==> config.mk <==
export PLATFORM = sky130hd
export DESIGN_NAME = ulpi_reg_access
export DESIGN_NICKNAME = d
export VERILOG_FILES = /design/src/rtl/ulpi_reg_access.sv
export SDC_FILE = /design/constraint.sdc
export NUM_CORES = 1
export LEC_CHECK = 0
export ABC_AREA = 1
export CELL_PAD_IN_SITES_DETAIL_PLACEMENT = 1
export CELL_PAD_IN_SITES_GLOBAL_PLACEMENT = 2
export CORE_ASPECT_RATIO = 0.75
export CORE_MARGIN = 5
export CORE_UTILIZATION = 26
export CTS_BUF_LIST = sky130_fd_sc_hd__clkbuf_8 sky130_fd_sc_hd__clkbuf_16
export CTS_CLUSTER_DIAMETER = 40
export DETAILED_ROUTE_END_ITERATION = 8
export PLACE_DENSITY_LB_ADDON = 0.08
export SYNTH_ARGS = -nofsm -noshare
export SYNTH_HDL_FRONTEND = slang
export SYNTH_SLANG_ARGS = --single-unit
==> constraint.sdc <==
create_clock -name clk_ulpi -period 2.9 [get_ports clk_ulpi]
set_input_delay 0.29 -clock clk_ulpi [delete_from_list [all_inputs] [get_ports clk_ulpi]]
set_output_delay 0.29 -clock clk_ulpi [all_outputs]
set_load 0.02 [all_outputs]
==> src/rtl/ulpi_reg_access.sv <==
// Link-side ULPI register write/read engine: issues TX CMD, handshakes nxt/stp, honours dir turnaround.
// Read path is built only when ULPI_REG_READ_EN is defined; otherwise reads are rejected with err=1.
module ulpi_reg_access #(
  parameter int NXT_TIMEOUT = 255
) (
  input  logic       clk_ulpi,
  input  logic       rst,
  input  logic       ulpi_dir,
  input  logic       ulpi_nxt,
  input  logic [7:0] ulpi_data_i,
  output logic [7:0] ulpi_data_o,
  output logic       ulpi_data_oe,
  output logic       ulpi_stp,
  input  logic       req_valid,
  output logic       req_ready,
  input  logic       req_write,
  input  logic [5:0] req_addr,
  input  logic [7:0] req_wdata,
  output logic       resp_valid,
  output logic       resp_err,
  output logic [7:0] resp_rdata
);

  typedef enum logic [2:0] {
    IDLE, CMD, WDATA, STP, ABORT
`ifdef ULPI_REG_READ_EN
    , RD_TURN, RD_DATA, RD_END
`endif
  } state_t;

  localparam logic [7:0] TMO = 8'(NXT_TIMEOUT);

  state_t     state;
  logic       dir_q;
  logic [7:0] cnt;
  logic       wr_q;
  logic [5:0] addr_q;
  logic [7:0] wdata_q;
  logic       err_q;
  logic       owned;
  logic       timeout;

`ifdef ULPI_REG_READ_EN
  logic [7:0] rdata_q;
`else
  logic       unused_data_i;
  assign unused_data_i = ^ulpi_data_i;
`endif

  // Ownership follows dir combinationally so the pad is released the same cycle dir rises.
  assign owned        = !ulpi_dir && !dir_q;
  assign ulpi_data_oe = owned && !rst;
  assign req_ready    = owned && !rst && (state == IDLE) && !resp_valid;
  assign ulpi_stp     = (state == STP);
  assign timeout      = ((cnt + 8'd1) == TMO);

  always_comb begin
    ulpi_data_o = '0;
    case (state)
      CMD:     ulpi_data_o = {1'b1, ~wr_q, addr_q};
      WDATA:   ulpi_data_o = wdata_q;
      default: ulpi_data_o = '0;
    endcase
  end

  always_ff @(posedge clk_ulpi) begin
    if (rst) begin
      state      <= IDLE;
      dir_q      <= 1'b1;
      cnt        <= '0;
      wr_q       <= 1'b0;
      addr_q     <= '0;
      wdata_q    <= '0;
      err_q      <= 1'b0;
      resp_valid <= 1'b0;
      resp_err   <= 1'b0;
      resp_rdata <= '0;
`ifdef ULPI_REG_READ_EN
      rdata_q    <= '0;
`endif
    end else begin
      dir_q      <= ulpi_dir;
      resp_valid <= 1'b0;
      cnt        <= '0;
      case (state)
        IDLE: begin
          if (req_valid && req_ready) begin
            wr_q    <= req_write;
            addr_q  <= req_addr;
            wdata_q <= req_wdata;
            err_q   <= 1'b0;
`ifdef ULPI_REG_READ_EN
            state   <= CMD;
`else
            if (req_write) begin
              state <= CMD;
            end else begin
              resp_valid <= 1'b1;
              resp_err   <= 1'b1;
            end
`endif
          end
        end
        CMD: begin
          // A read sees dir+nxt together as the PHY accepting the command; anything else with dir is an abort.
          if (ulpi_dir && !(ulpi_nxt && !wr_q)) begin
            state <= ABORT;
          end else if (ulpi_nxt) begin
`ifdef ULPI_REG_READ_EN
            state <= wr_q ? WDATA : RD_TURN;
`else
            state <= WDATA;
`endif
          end else if (timeout) begin
            err_q <= 1'b1;
            state <= STP;
          end else begin
            cnt <= cnt + 8'd1;
          end
        end
        WDATA: begin
          if (ulpi_dir) begin
            state <= ABORT;
          end else if (ulpi_nxt) begin
            state <= STP;
          end else if (timeout) begin
            err_q <= 1'b1;
            state <= STP;
          end else begin
            cnt <= cnt + 8'd1;
          end
        end
        STP: begin
          resp_valid <= 1'b1;
          resp_err   <= err_q;
          state      <= IDLE;
        end
        ABORT: begin
          if (!ulpi_dir) begin
            resp_valid <= 1'b1;
            resp_err   <= 1'b1;
            state      <= IDLE;
          end
        end
`ifdef ULPI_REG_READ_EN
        RD_TURN: begin
          if (ulpi_dir) begin
            state <= RD_DATA;
          end else if (timeout) begin
            resp_valid <= 1'b1;
            resp_err   <= 1'b1;
            state      <= IDLE;
          end else begin
            cnt <= cnt + 8'd1;
          end
        end
        RD_DATA: begin
          if (ulpi_dir && dir_q) begin
            rdata_q <= ulpi_data_i;
            state   <= RD_END;
          end else if (!ulpi_dir) begin
            resp_valid <= 1'b1;
            resp_err   <= 1'b1;
            state      <= IDLE;
          end
        end
        RD_END: begin
          if (!ulpi_dir) begin
            resp_valid <= 1'b1;
            resp_err   <= 1'b0;
            resp_rdata <= rdata_q;
            state      <= IDLE;
          end
        end
`endif
        default: state <= IDLE;
      endcase
    end
  end

endmodule

==> implementation parameters, run 1 <==
Parameter                              Value

Outcome
  Result of the run    completed

Power and ir drop
  Static leakage    between 0.8 and 0.9 nW
  Peak VDD IR    roughly 300 µV
  Power density relative to cell area    508.5 mW/mm²
  Power, Total    1.027 mW

Synthesis
  Post-synthesis sequential element count    30
  Fraction of the mapped netlist area in compound gates    14.05%
  Share of cell area taken by muxes after synthesis    0%
  Yosys Warn Count    0
  Xor/xnor share of the synthesized area    0%
  Post-synthesis instance area    between 0.0015 and 0.002 mm²
  Simple-gate share of the synthesized area    between 30% and 40%
  Syn Inst Count    ~210
  Mean post-synth cell area    slightly above 7 µm²
  Number of distinct library cells after synthesis    34
  Combinational family with the most area after synthesis    simple AND/OR/NAND/NOR gates
  Post-synthesis share of cell area spent on full adders, half adders and majority gates    1.663%
  Register area share after synthesis    about 40%

Clock network
  Clock tree from TritonCTS    done
  Hold buffer count at CTS    0
  Later-pin clock latency in the skew report    0.28 ns
  Cell chosen for the clock root    sky130_fd_sc_hd__clkbuf_8
  Max clock buf depth    2
  Deepest level of the CTS H-tree    2
  TritonCTS buffer count    5
  Cts repair resizes    0
  Register clock-pin slew on the reported worst setup and hold paths    0.07 ns
  Post-CTS Setup Inserts    0
  TritonCTS Sinks    30

Route
  Avg WL per Cell    ~13 µm
  Final wirelength    approximately 4100 µm
  Via total after detailed routing    1387
  DR iter-0 viols    45
  First-pass DRT Iterations    2
  Via density per instance    4.294
  Remaining antenna violation count after routing    0
  DRC Markers    0

Worst hold path
  Min-Delay Path Class    reg2reg

Place
  Worst slack at placement    0.6708 ns
  Routability Congestion    between 0.7 and 0.8
  Number of port buffers    32
  HPWL after detailed placement    about 3200 µm

Finish
  Most common cell after layout, fill and taps aside    sky130_fd_sc_hd__nor2_1
  Area growth from synthesis to layout    34.16%
  FILL cells    approximately 720
  Multi-input gate area in the final layout    ~750 µm²
  Commonest cells after routing, fill and taps aside    sky130_fd_sc_hd__nor2_1, sky130_fd_sc_hd__nand2_1, sky130_fd_sc_hd__clkdlybuf4s50_1, sky130_fd_sc_hd__dfxtp_1, sky130_fd_sc_hd__inv_1
  Final core utilization    roughly 35%
  Layout net count    roughly 270
  Layout cells sized above 1    ~11%
  Ant. Diodes    0
  Storage cell area    approximately 600 µm²

Timing
  PnR worst setup slack    0.5538 ns
  Setup Skew    0.005117 ns
  RSZ-0062 raised after global routing    false
  Minimum clock period after layout    2.346 ns
  Total Neg Setup Slack    0 ns
  Total of endpoints with negative setup slack in the final report    0
  Total count of hold-check failures in the final report    0
  Highest clock frequency the design can meet    426.2 MHz
  Final critical-path share of the clock period    between 80% and 90%
  Max Transition Viols Final    0

Critical path
  Highest net fanout along the worst path    7
  Worst path cell trace    nand3_1 -> inv_1 -> a22o_1 -> clkdlybuf4s50_1
  Bufs and invs on worst path    2
  Crit path largest cell delay    0.60 ns
  Startpoint types    register
  Cell with the biggest individual delay on the critical path    sky130_fd_sc_hd__clkdlybuf4s50_1
  Critical path's top delay family    buffers and inverters
  Capturing element type of the critical path    primary output
  Required time worst endpoint    2.61 ns
  Critical path start-end classification    reg2out
  CP arrival    just over 2 ns

Global routing
  Wire length of the first global-routing pass    6879 µm
  Largest net degree at the start of global routing    19
  Antenna violations before repair    0
  GRT overflow    0
  Via count of the first global-routing pass    1396
  Overall global routing resource usage    approximately 12%

Run
  Number of maximum-capacitance violations    0

Floorplanning
  Num ports    49
  Full die area    approximately 0.0074 mm²
  DIE HEIGHT    around 76 µm
  Die width    between 90 and 100 µm
  Row count    24
  Area of the core region    between 0.005 and 0.006 mm²
  Starting utilization of the core area    26.38%
path summary, 6_finish.rpt:
kind                    from        endpoint  slack, ns  cells past startpoint
setup / recovery    state[0]  ulpi_data_o[4]       0.55                      4
hold / removal    wdata_q[3]      wdata_q[3]       0.49                      2
hold reg to reg   wdata_q[3]      wdata_q[3]       0.49                      2
setup reg to reg      cnt[0]        state[0]       1.22                     11
synth_stat cells, drive strengths merged:
cell | instances | area [µm²]
nor2 | 49 | 201.4
nand2 | 36 | 155.2
dfxtp | 30 | 600.6
inv | 25 | 93.84
o21ai | 18 | 90.09
buf | 10 | 76.32
nand3 | 8 | 57.56
a22o | 6 | 52.55
a21oi | 5 | 28.78
nor3 | 5 | 36.29
nand4 | 4 | 25.02
clkinv | 2 | 8.750
ha | 2 | 25.02
o21bai | 2 | 18.77
clkbuf | 1 | 3.750
conb | 1 | 3.750
o211ai | 1 | 7.510
o22ai | 1 | 6.260
o31ai | 1 | 7.510
or2 | 1 | 6.260
logic make-up (layout without fill, tap and decap cells):
logic type                 count (synthesis)  count (layout)
and+or+nand+nor                          103             103
buffers and inverters                     38              68
AOI/OAI and AO/OA                         34              34
DFF                                       30              30
adders and majority gates                  2               2
other                                      1               8
flip-flops by register name, summed over array words and instances (netlist names):
| name | flops |
|---|---|
| wdata_q | 8 |
| addr_q | 6 |
| cnt | 8 |
| resp_err | 1 |
| state | 3 |
| resp_valid | 1 |
| err_q | 1 |
| wr_q | 1 |
| dir_q | 1 |
through the flow:
step	instances	area (µm²)	hold slack, ns
finish	323	2019	0.4881
floorplan	215	1531	0.3569
global route	323	2019	0.5172
CTS	323	2019	0.4931
detailed placement	315	1877	0.4762
global placement	315	1877	0.4675
tightest hold or removal path, delay by kind of cell (launching register included):
family        cells  cell delay [ns]
flops             1             0.33
simple gates      2             0.13
routing by layer:
layer  part of all wire (%)  up-vias  wire length [µm]  global-route usage [%]
li1                       -      722                 -                       -
met1                     53      626              2171                   16.60
met2                     40       32              1648                   17.50
met3                    5.0        7               206                   3.568
met4                    1.7        0                71                   5.991
met5                      0        -                 0                       0
where the power goes:
group	switching, mW	internal, mW
combinational	0.0400	0.0352
sequential	0.00336	0.418
clock	0.164	0.366
final cells by class:
class | instances | area share [%]
flip-flops and latches | 30 | 29.74
clock buffers | 6 | 4.089
multi-input cells | 147 | 37.05
inverters | 27 | 5.081
clock inverters | 2 | 2.974
well taps | 78 | 4.833
repair buffers | 33 | 16.23
No activity file was read; power rests on OpenSTA's default activity.
==> run 2, diff against run 1 <==
--- a/config.mk
+++ b/config.mk
@@ -10,7 +10,7 @@
 export CELL_PAD_IN_SITES_GLOBAL_PLACEMENT = 2
 export CORE_ASPECT_RATIO = 0.75
 export CORE_MARGIN = 5
-export CORE_UTILIZATION = 26
+export CORE_UTILIZATION = 24
 export CTS_BUF_LIST = sky130_fd_sc_hd__clkbuf_8 sky130_fd_sc_hd__clkbuf_16
 export CTS_CLUSTER_DIAMETER = 40
 export DETAILED_ROUTE_END_ITERATION = 8
==> constraint.sdc (replaced) <==
create_clock -name clk_ulpi -period 2.2 [get_ports clk_ulpi]
set_input_delay 0.22 -clock clk_ulpi [delete_from_list [all_inputs] [get_ports clk_ulpi]]
set_output_delay 0.22 -clock clk_ulpi [all_outputs]
set_load 0.02 [all_outputs]
==> run 2 against run 1 <==
Compared with the run above: count of clock-buffer cells in the layout shrank 1; first-iteration DRC count is 20% lower; sequential power increased by 32%; worst setup slack worse by 0.43 ns; power rose by 18%; utilization decreased by 2.6 points; sequential share of layout area fell by 0.10 points; global-route usage shrank 1.6 points.
==> implementation parameters, run 2 (synthesized netlist as in run 1, its figures left out) <==
Parameter                              Value

Global routing
  GR met3 Demand/Resource    3.286% (-0.28 points)
  Met2 Track Usage GR    15.21% (-2.3 points)
  Global routing usage on met1    14.75% (-1.9 points)
  Antenna violations before repair    0 (unchanged)
  Wire length of the first global-routing pass    6534 µm (-5.0%)
  GRT overflow    0 (unchanged)
  Via count of the first global-routing pass    1391 (-0.36%)
  Most congested layer reported by global routing    met2
  Overall global routing resource usage    10.56% (-1.6 points)
  Largest net degree at the start of global routing    19 (unchanged)

Timing
  Max Transition Viols Final    0 (unchanged)
  Minimum clock period after layout    around 2.1 ns
  Total count of hold-check failures in the final report    0 (unchanged)
  Total Neg Setup Slack    0 ns (unchanged)
  Highest clock frequency the design can meet    roughly 480 MHz
  Total of endpoints with negative setup slack in the final report    0 (unchanged)
  Setup Skew    0.003191 ns (-0.001926 ns)
  RSZ-0062 raised after global routing    false
  Final critical-path share of the clock period    between 90% and 100%
  PnR worst setup slack    0.1234 ns (-0.4304 ns)
  Worst hold slack    0.4875 ns (-0.0005890 ns)

Finish
  Area growth from synthesis to layout    34.91%
  Final standard cell count with taps included and fillers excluded    330 (+2.2%)
  Layout cells sized above 1    14.06% (+2.6 points)
  Commonest cells after routing, fill and taps aside    sky130_fd_sc_hd__nor2_1, sky130_fd_sc_hd__nand2_1, sky130_fd_sc_hd__clkdlybuf4s50_1, sky130_fd_sc_hd__dfxtp_1, sky130_fd_sc_hd__inv_1
  Largest registers ranked by flip-flop count    cnt: 8 flops, wdata_q: 8 flops, addr_q: 6 flops
  FILL cells    769 (+7.6%)
  Layout net count    278 (+1.5%)
  Storage cell area    601.8 µm² (+0.21%)
  Multi-input gate area in the final layout    753.2 µm² (+0.67%)
  Ant. Diodes    0 (unchanged)
  Final Instance Area    0.002031 mm² (+0.56%)
  Most common cell after layout, fill and taps aside    sky130_fd_sc_hd__nor2_1

Clock network
  Register clock-pin slew on the reported worst setup and hold paths    0.07 ns (about the same)
  Max clock buf depth    2 (unchanged)
  TritonCTS Sinks    30 (unchanged)
  Deepest level of the CTS H-tree    2 (unchanged)
  Later-pin clock latency in the skew report    0.28 ns (about the same)
  Post-CTS Setup Inserts    0 (unchanged)
  TritonCTS buffer count    5 (unchanged)
  Cell chosen for the clock root    sky130_fd_sc_hd__clkbuf_8
  Cts repair resizes    0 (unchanged)
  Hold buffer count at CTS    0 (unchanged)
  Clock tree from TritonCTS    done

Power and ir drop
  Static leakage    0.8505 nW (+2.5%)
  Share of power burned in the clock network    45.5% (-6.1 points)
  Peak VDD IR    210.1 µV (-31%)
  Power density relative to cell area    594.7 mW/mm² (+17%)
  Combinational power share    8.5% (+1.2 points)
  Share of power burned in registers    46.0% (+5.0 points)
  Internal Pwr Total    933.4 µW (+14%)
  Switching share of power    22.71% (+2.5 points)
  Power dissipated by switching net loads    274.2 µW (+32%)

Critical path
  Worst path cell trace    inv_1 -> nand3_1 -> inv_4 -> a22o_1 -> clkdlybuf4s50_1
  CP arrival    1.86 ns (-0.20 ns)
  Critical path's top delay family    buffers and inverters
  Critical path start-end classification    reg2out
  Cell with the biggest individual delay on the critical path    sky130_fd_sc_hd__clkdlybuf4s50_1
  Crit path largest cell delay    0.60 ns (about the same)
  Capturing element type of the critical path    primary output
  Bufs and invs on worst path    3 (+1)
  Required time worst endpoint    1.98 ns (-0.63 ns)
  Highest net fanout along the worst path    9 (+2)
  Startpoint types    register

Place
  Post-placement cell count    322 (+2.2%)
  HPWL after detailed placement    3153 µm (-0.12%)
  Routability Congestion    0.7684 (+0.65%)
  Number of port buffers    32 (unchanged)
  Worst slack at placement    0.2788 ns (-0.3920 ns)
  Placement Cell Area    0.001911 mm² (+1.8%)

Route
  Avg WL per Cell    12.29 µm (-3.1%)
  Final wirelength    4056 µm (-1.0%)
  Via total after detailed routing    1400 (+0.94%)
  Remaining antenna violation count after routing    0 (unchanged)
  DR iter-0 viols    36 (-20%)
  Via density per instance    4.242 (-1.2%)
  DRC Markers    0 (unchanged)
  First-pass DRT Iterations    4 (+2)

Floorplanning
  Num ports    49 (unchanged)
  Die width    101.4 µm (+3.7%)
  Row count    25 (+4.2%)
  Starting utilization of the core area    24.30% (-2.1 points)
  DIE HEIGHT    78.59 µm (+3.5%)
  Area of the core region    0.006193 mm² (+8.6%)
  Full die area    0.007972 mm² (+7.3%)

Run
  Number of maximum-capacitance violations    0 (unchanged)

Worst hold path
  Min-Delay Path Class    reg2reg

Outcome
  Result of the run    completed
## run 2: metal layers
metal | vias up | routed length, µm
li1 | 731 | -
met1 | 636 | 2088
met2 | 28 | 1746
met3 | 5 | 177
met4 | 0 | 44
met5 | - | 0
## run 2: final timing paths
path,end,cells past startpoint,slack (ns),start
min,err_q,2,0.49,err_q
max reg2reg,state[0],11,0.48,cnt[0]
max,ulpi_data_o[0],5,0.12,state[0]
min reg2reg,err_q,2,0.49,err_q
## run 2: power by group through the flow
stage / logic (mW) / registers (mW) / clock network (mW)
3_5_place_dp: 0.103 / 0.568 / 0
5_1_grt: 0.113 / 0.556 / 0.598
6_report: 0.102 / 0.555 / 0.550
3_3_place_gp: 0.103 / 0.568 / 0
2_1_floorplan: 0.0579 / 0.567 / 0
4_1_cts: 0.104 / 0.555 / 0.573
## run 2: tightest hold or removal path: stages, from the launching register on
cell,delay [ns]
sky130_fd_sc_hd__dfxtp_1,0.30
sky130_fd_sc_hd__inv_1,0.08
sky130_fd_sc_hd__a21oi_1,0.07
## run 2: area by class of cell
class / instances / share of cell area [%]
inverter: 27 / 5.176
timing repair buffer: 37 / 17.74
clock inverter: 3 / 1.972
sequential: 30 / 29.64
clock buffer: 5 / 3.389
tap: 81 / 4.991
multi-input combinational: 147 / 37.09
## run 2: per-stage QoR
step,power (mW),utilization (%)
after CTS,1.232,32.61
after global routing,1.267,32.79
after global placement,0.6711,30.85
after floorplan,0.6250,-
after detailed placement,0.6710,30.85
final,1.208,32.79
